===== src/rtl/pc_seq_pkg.sv =====
// Shared constants and helpers for the program-counter sequencer.
package pc_seq_pkg;

    localparam int AW_DEF         = 16;
    localparam int NIRQ_DEF       = 4;
    localparam int DEPTH_DEF      = 4;
    localparam int VEC_BASE_DEF   = 2;
    localparam int VEC_STRIDE_DEF = 2;

    // Widest interrupt vector the priority encoder handles.
    localparam int MAX_NIRQ  = 32;
    localparam int IRQ_IDX_W = 5;

    // Index of the lowest set bit; zero when no bit is set.
    function automatic logic [IRQ_IDX_W-1:0] lowest_index(input logic [MAX_NIRQ-1:0] req);
        logic [IRQ_IDX_W-1:0] idx;
        idx = {IRQ_IDX_W{1'b0}};
        for (int i = MAX_NIRQ - 1; i >= 0; i--) begin
            if (req[i]) begin
                idx = IRQ_IDX_W'(i);
            end else begin
                idx = idx;
            end
        end
        return idx;
    endfunction

endpackage


===== src/rtl/ret_stack.sv =====
// Return-address LIFO. Only the level is reset; stale entries are never read.
module ret_stack
    import pc_seq_pkg::*;
#(
    parameter int AW    = AW_DEF,
    parameter int DEPTH = DEPTH_DEF
) (
    input  logic                         clk,
    input  logic                         rst,
    input  logic                         push,
    input  logic                         pop,
    input  logic [AW-1:0]                din,
    output logic [AW-1:0]                dout,
    output logic [$clog2(DEPTH+1)-1:0]   lvl,
    output logic                         full,
    output logic                         empty
);

    localparam int LW = $clog2(DEPTH + 1);
    localparam int IW = $clog2(DEPTH);
    localparam logic [LW-1:0] LVL_ONE = {{(LW-1){1'b0}}, 1'b1};

    logic [AW-1:0] mem_r [DEPTH];
    logic [LW-1:0] lvl_r;
    logic [IW-1:0] wr_idx_s;
    logic [IW-1:0] rd_idx_s;
    logic          push_ok_s;
    logic          pop_ok_s;

    assign full      = (lvl_r == LW'(DEPTH));
    assign empty     = (lvl_r == {LW{1'b0}});
    assign push_ok_s = push & ~full;
    assign pop_ok_s  = pop & ~empty;
    assign wr_idx_s  = IW'(lvl_r);
    assign rd_idx_s  = IW'(lvl_r - LVL_ONE);
    assign dout      = mem_r[rd_idx_s];
    assign lvl       = lvl_r;

    // Store the pushed address in the slot just above the current top.
    always_ff @(posedge clk) begin
        if (push_ok_s) begin
            mem_r[wr_idx_s] <= din;
        end
    end

    // Track the number of live entries; reset discards everything.
    always_ff @(posedge clk or posedge rst) begin
        if (rst) begin
            lvl_r <= {LW{1'b0}};
        end else if (push_ok_s) begin
            lvl_r <= lvl_r + LVL_ONE;
        end else if (pop_ok_s) begin
            lvl_r <= lvl_r - LVL_ONE;
        end else begin
            lvl_r <= lvl_r;
        end
    end

endmodule


===== src/rtl/pc_sequencer.sv =====
// Program-counter sequencer with jumps, vectored nested interrupts and reti.
module pc_sequencer
    import pc_seq_pkg::*;
#(
    parameter int AW         = AW_DEF,
    parameter int NIRQ       = NIRQ_DEF,
    parameter int DEPTH      = DEPTH_DEF,
    parameter int VEC_BASE   = VEC_BASE_DEF,
    parameter int VEC_STRIDE = VEC_STRIDE_DEF
) (
    input  logic                         clk,
    input  logic                         rst,
    input  logic [AW-1:0]                alu_in,
    input  logic                         abs_jmp,
    input  logic                         rel_jmp,
    input  logic                         stall,
    input  logic [NIRQ-1:0]              irq,
    input  logic                         irq_en,
    input  logic                         reti,
    output logic [AW-1:0]                pc,
    output logic [AW-1:0]                next_pc,
    output logic [NIRQ-1:0]              irq_ack,
    output logic                         in_isr,
    output logic                         stk_full,
    output logic [$clog2(DEPTH+1)-1:0]   stk_lvl,
    output logic                         stk_err
);

    localparam int LW = $clog2(DEPTH + 1);
    localparam logic [AW-1:0]   ADDR_ONE = {{(AW-1){1'b0}}, 1'b1};
    localparam logic [NIRQ-1:0] IRQ_ONE  = {{(NIRQ-1){1'b0}}, 1'b1};
    localparam logic [LW-1:0]   LVL_ONE  = {{(LW-1){1'b0}}, 1'b1};

    logic [AW-1:0]        pc_r;
    logic [AW-1:0]        next_pc_r;
    logic [NIRQ-1:0]      irq_ack_r;
    logic                 in_isr_r;
    logic                 stk_err_r;

    logic [AW-1:0]        pc_nxt_s;
    logic [NIRQ-1:0]      ack_nxt_s;
    logic [LW-1:0]        lvl_nxt_s;
    logic                 err_set_s;
    logic                 take_s;
    logic                 push_s;
    logic                 pop_s;
    logic [AW-1:0]        ret_addr_s;
    logic [AW-1:0]        pop_addr_s;
    logic [AW-1:0]        vec_s;
    logic [MAX_NIRQ-1:0]  irq_wide_s;
    logic [IRQ_IDX_W-1:0] irq_idx_s;
    logic [NIRQ-1:0]      irq_onehot_s;
    logic [LW-1:0]        stk_lvl_s;
    logic                 stk_full_s;
    logic                 stk_empty_s;

    // Interrupt selection: lowest asserted channel and its vector address.
    assign irq_wide_s   = MAX_NIRQ'(irq);
    assign irq_idx_s    = lowest_index(irq_wide_s);
    assign irq_onehot_s = irq & (~irq + IRQ_ONE);
    assign vec_s        = AW'(VEC_BASE) + AW'(irq_idx_s) * AW'(VEC_STRIDE);

    // A jump in the interrupted cycle is abandoned, so the ISR returns to pc itself.
    assign ret_addr_s = (rel_jmp | abs_jmp) ? pc_r : pc_r + ADDR_ONE;
    assign take_s     = irq_en & (|irq) & ~stk_full_s;

    ret_stack #(
        .AW    (AW),
        .DEPTH (DEPTH)
    ) u_ret_stack (
        .clk   (clk),
        .rst   (rst),
        .push  (push_s),
        .pop   (pop_s),
        .din   (ret_addr_s),
        .dout  (pop_addr_s),
        .lvl   (stk_lvl_s),
        .full  (stk_full_s),
        .empty (stk_empty_s)
    );

    // Resolve the single action for this cycle in priority order.
    always_comb begin
        pc_nxt_s  = pc_r + ADDR_ONE;
        ack_nxt_s = {NIRQ{1'b0}};
        err_set_s = 1'b0;
        push_s    = 1'b0;
        pop_s     = 1'b0;
        if (stall) begin
            pc_nxt_s = pc_r;
        end else if (reti) begin
            if (!stk_empty_s) begin
                pop_s    = 1'b1;
                pc_nxt_s = pop_addr_s;
            end else begin
                err_set_s = 1'b1;
                pc_nxt_s  = pc_r + ADDR_ONE;
            end
        end else if (take_s) begin
            push_s    = 1'b1;
            pc_nxt_s  = vec_s;
            ack_nxt_s = irq_onehot_s;
        end else if (rel_jmp) begin
            pc_nxt_s = pc_r + alu_in + ADDR_ONE;
        end else if (abs_jmp) begin
            pc_nxt_s = alu_in;
        end else begin
            pc_nxt_s = pc_r + ADDR_ONE;
        end
    end

    // Stack level after this cycle, used to keep in_isr registered and exact.
    always_comb begin
        lvl_nxt_s = stk_lvl_s;
        if (push_s) begin
            lvl_nxt_s = stk_lvl_s + LVL_ONE;
        end else if (pop_s) begin
            lvl_nxt_s = stk_lvl_s - LVL_ONE;
        end else begin
            lvl_nxt_s = stk_lvl_s;
        end
    end

    // Register every visible output except the combinational stack-full flag.
    always_ff @(posedge clk or posedge rst) begin
        if (rst) begin
            pc_r      <= {AW{1'b0}};
            next_pc_r <= ADDR_ONE;
            irq_ack_r <= {NIRQ{1'b0}};
            in_isr_r  <= 1'b0;
            stk_err_r <= 1'b0;
        end else begin
            pc_r      <= pc_nxt_s;
            next_pc_r <= pc_nxt_s + ADDR_ONE;
            irq_ack_r <= ack_nxt_s;
            in_isr_r  <= (lvl_nxt_s != {LW{1'b0}});
            stk_err_r <= stk_err_r | err_set_s;
        end
    end

    assign pc       = pc_r;
    assign next_pc  = next_pc_r;
    assign irq_ack  = irq_ack_r;
    assign in_isr   = in_isr_r;
    assign stk_full = stk_full_s;
    assign stk_lvl  = stk_lvl_s;
    assign stk_err  = stk_err_r;

endmodule


===== config.mk =====
export PLATFORM = sky130hd
export DESIGN_NAME = pc_sequencer
export DESIGN_NICKNAME = d
export VERILOG_FILES = /design/src/rtl/pc_seq_pkg.sv /design/src/rtl/ret_stack.sv /design/src/rtl/pc_sequencer.sv
export SDC_FILE = /design/constraint.sdc
export NUM_CORES = 1
export LEC_CHECK = 0
export ABC_AREA = 1
export CORE_MARGIN = 2
export CORE_UTILIZATION = 40
export DETAILED_ROUTE_END_ITERATION = 16
export PLACE_DENSITY = 0.59
export REMOVE_ABC_BUFFERS = 1
export SLEW_MARGIN = 20
export SYNTH_ARGS = -nofsm -noshare
export SYNTH_HDL_FRONTEND = slang
export SYNTH_HIERARCHICAL = 1
export SYNTH_SLANG_ARGS = --single-unit

===== constraint.sdc =====
create_clock -name clk -period 3.22 [get_ports clk]
set_input_delay 0.966 -clock clk [delete_from_list [all_inputs] [get_ports clk]]
set_output_delay 0.966 -clock clk [all_outputs]
set_load 0.005 [all_outputs]

==> impl_metrics.yaml <==
die:
  initial_core_util: 0.4089
  ios: 69
  fp.coreArea_mm2: 0.01652
  fp.dieH_um: 134.0
  die_area_mm2: 0.01795
  die_w_um: 134.0
  rows: 47
sta:
  finalCriticalPeriod_ps: 3005
  maxSlewViolCount: 0
  fin_skew_ps: 8.292
  fin_setup_tns_ps: 0
  period_share: 0.9333
  setup_viol: 0
  holdWs_ps: 471.0
  fmax_ghz: 0.3327
  worst_slew_pin_slew_ps: 765.9
  relSlewSlack: 0.4840
  hold_violations: 0
synthesis:
  yosys_warnings: 6
  async_flop_share: 0.3905
  synth_common_cells: "nand2_1 (264), inv_1 (128), nor2_1 (103), edfxtp_1 (64), nand3_1 (64)"
  synth-simple-area-share: 0.2919
  synth.most_common_cell: "nand2_1"
  yosys.area.top_type: "edfxtp_1"
  synthTopCellsByArea: "edfxtp_1 (28%), dfrtp_1 (15%), nand2_1 (15%)"
  synthCells: 891
  synth-compound-area-share: 0.1106
  synth_top_family_by_area: "simple AND/OR/NAND/NOR gates"
  synth_top_area_frac: 0.2844
  synth_flop_cell: "edfxtp_1"
  synthAdderAreaFrac: 0.05111
  postSynthAreaPerCell_um2: 7.583
  synth-xor-area-share: 0.01685
  synth-seq-cells: 105
  synth-edff-count: 64
  ys_types: 43
  synthMuxAreaShare: 0
  seq_area_frac_synth: 0.4365
  syn_area_mm2: 0.006756
routing:
  drcViolationCount: 0
  ant_nets: 0
  vias: 6321
  drt_wl_total_um: 19630
  post_drt_via_cell_ratio: 4.919
  firstDrtPassIters: 5
  first_iter_violations: 413
  wl_per_cell_um: 15.28
grt:
  antenna_found_initial: 0
  met3_usage: 0.03137
  grt_use_met1: 0.2880
  grt_usage: 0.2255
  grt_max_degree: 49
  grtUsageMet2: 0.3900
  gr-total-overflow: 0
  grt-busiest-layer: "met2"
  grt_pass1_wl_um: 30790
  grt_pass1_vias: 6017
critical_path:
  endpoint_kind: "flip-flop"
  cp_max_fo: 4
  critPathLaunchType: "input port"
  worstPathArrival_ps: 3260
  worstSetupPathType: "in2reg"
  required_ps: 3480
power:
  p_leak_nw: 4.257
  fin_total_pwr_w: 0.008193
  p_per_area_mw_per_mm2: 913.7
  ir_worst_vdd_v: 0.0006809
cells_and_area:
  nets: 1114
  antenna_cells: 0
  area_growth_pct: 32.72
  finish.utilization: 0.5427
  drive_gt1_frac: 0.1840
  post-route-cell-area_mm2: 0.008967
clocking:
  cts_sinks: 105
  cts_tree: "yes"
  clk_latency_ps: 360
  clkTransAtPathRegs_ps: 80
  clockBufferDepth: 2
  cts_made_buffers: 9
  htreeDepth: 3
  cts-root-buf: "clkbuf_16"
place:
  post-dp-hpwl_um: 15200
  placed_cell_area_mm2: 0.008459
  place.gp.congestion: 0.8908
  io_buffers: 68
flow_run:
  drv_cap: 0
status:
  status: "completed"
worst_hold_path:
  hold_class: "reg2reg"
[worst paths after layout]
check	from	depth (start not counted)	slack [ps]	to
worst max register to register	u_ret_stack/lvl[0]$_DFFE_PP0P_	15	510	next_pc[12]$_DFF_PP0_
worst min-delay path	stk_err$_DFF_PP0_	1	470	stk_err$_DFF_PP0_
worst min register to register	stk_err$_DFF_PP0_	1	470	stk_err$_DFF_PP0_
max in group asynchronous	rst	3	1800	next_pc[0]$_DFF_PP1_
min in group asynchronous	rst	2	800	u_ret_stack/lvl[2]$_DFFE_PP0P_
worst max-delay path	alu_in[7]	15	210	next_pc[12]$_DFF_PP0_
[per-stage QoR]
stage	worst slack, ps	instances
after global placement	-348.8	1267
after global routing	-4.029	1285
final	214.6	1285
after CTS	33.18	1283
after floorplan	-171.8	872
after detailed placement	-394.0	1267
[what timing repair did]
item / CTS / global route
pin swaps: 0 / 4
buffers inserted: 0 / 2
hold buffers: 0 / 0
endpoints found under the hold margin: 0 / 0
gates resized for setup: 1 / 39
setup endpoints to repair: 1 / 12
[per-layer routing]
layer  part of all wire  wire [um]
met4              0.034        659
met5                  0          0
met2               0.48       9439
met1               0.44       8683
met3              0.043        849
[cell families (layout without fill, tap and decap cells)]
logic type      after synthesis  count (layout)
fa+ha+maj                    27              27
flops                       105             105
buf+inv                     158             332
compound gates              117             117
simple gates                471             471
xor+xnor                     13              13
[where the power goes]
group | internal, W | switching [W]
Sequential | 0.00182 | 0.000291
Combinational | 0.00214 | 0.00282
Clock | 0.000563 | 0.000559
[critical path: stages]
cell	delay, ps
clkdlybuf4s50_1	460
ha_1	340
nand2_1	110
nor2_2	180
nand3_1	130
nand3_1	100
nand2_1	50
nand3_1	90
nand2_1	140
a21boi_4	230
nand2_1	110
nor2_1	160
nand3_1	80
nand2_1	70
nand2_1	40
[sequential cells by signal, indices dropped and copies added, names as in the netlist]
register	count
in_isr	1
irq_ack	4
next_pc	16
pc	16
stk_err	1
u_ret_stack/lvl	3
u_ret_stack/mem_r	64
[layout by cell type, fill, tap and decap left out, types with 17 or more instances in the layout]
cell,count
a21oi_1,29
buf_4,105
clkdlybuf4s50_1,65
dfrtp_1,40
edfxtp_1,64
ha_1,20
inv_1,126
nand2_1,258
nand3_1,59
nand4_1,17
nor2_1,95
o211ai_1,19
o21ai_0,37
[layout make-up]
cell class                      instances  area (um^2)
Fill cell                            1585         7557
Multi-Input combinational cell        628         3349
Sequential cell                       105         2949
Timing Repair Buffer                  177         1556
Inverter                              139        523.0
Tap cell                              220        275.3
Clock buffer                            9        225.2
Clock inverter                          7        88.84
No activity file was read; power rests on OpenSTA's default activity.
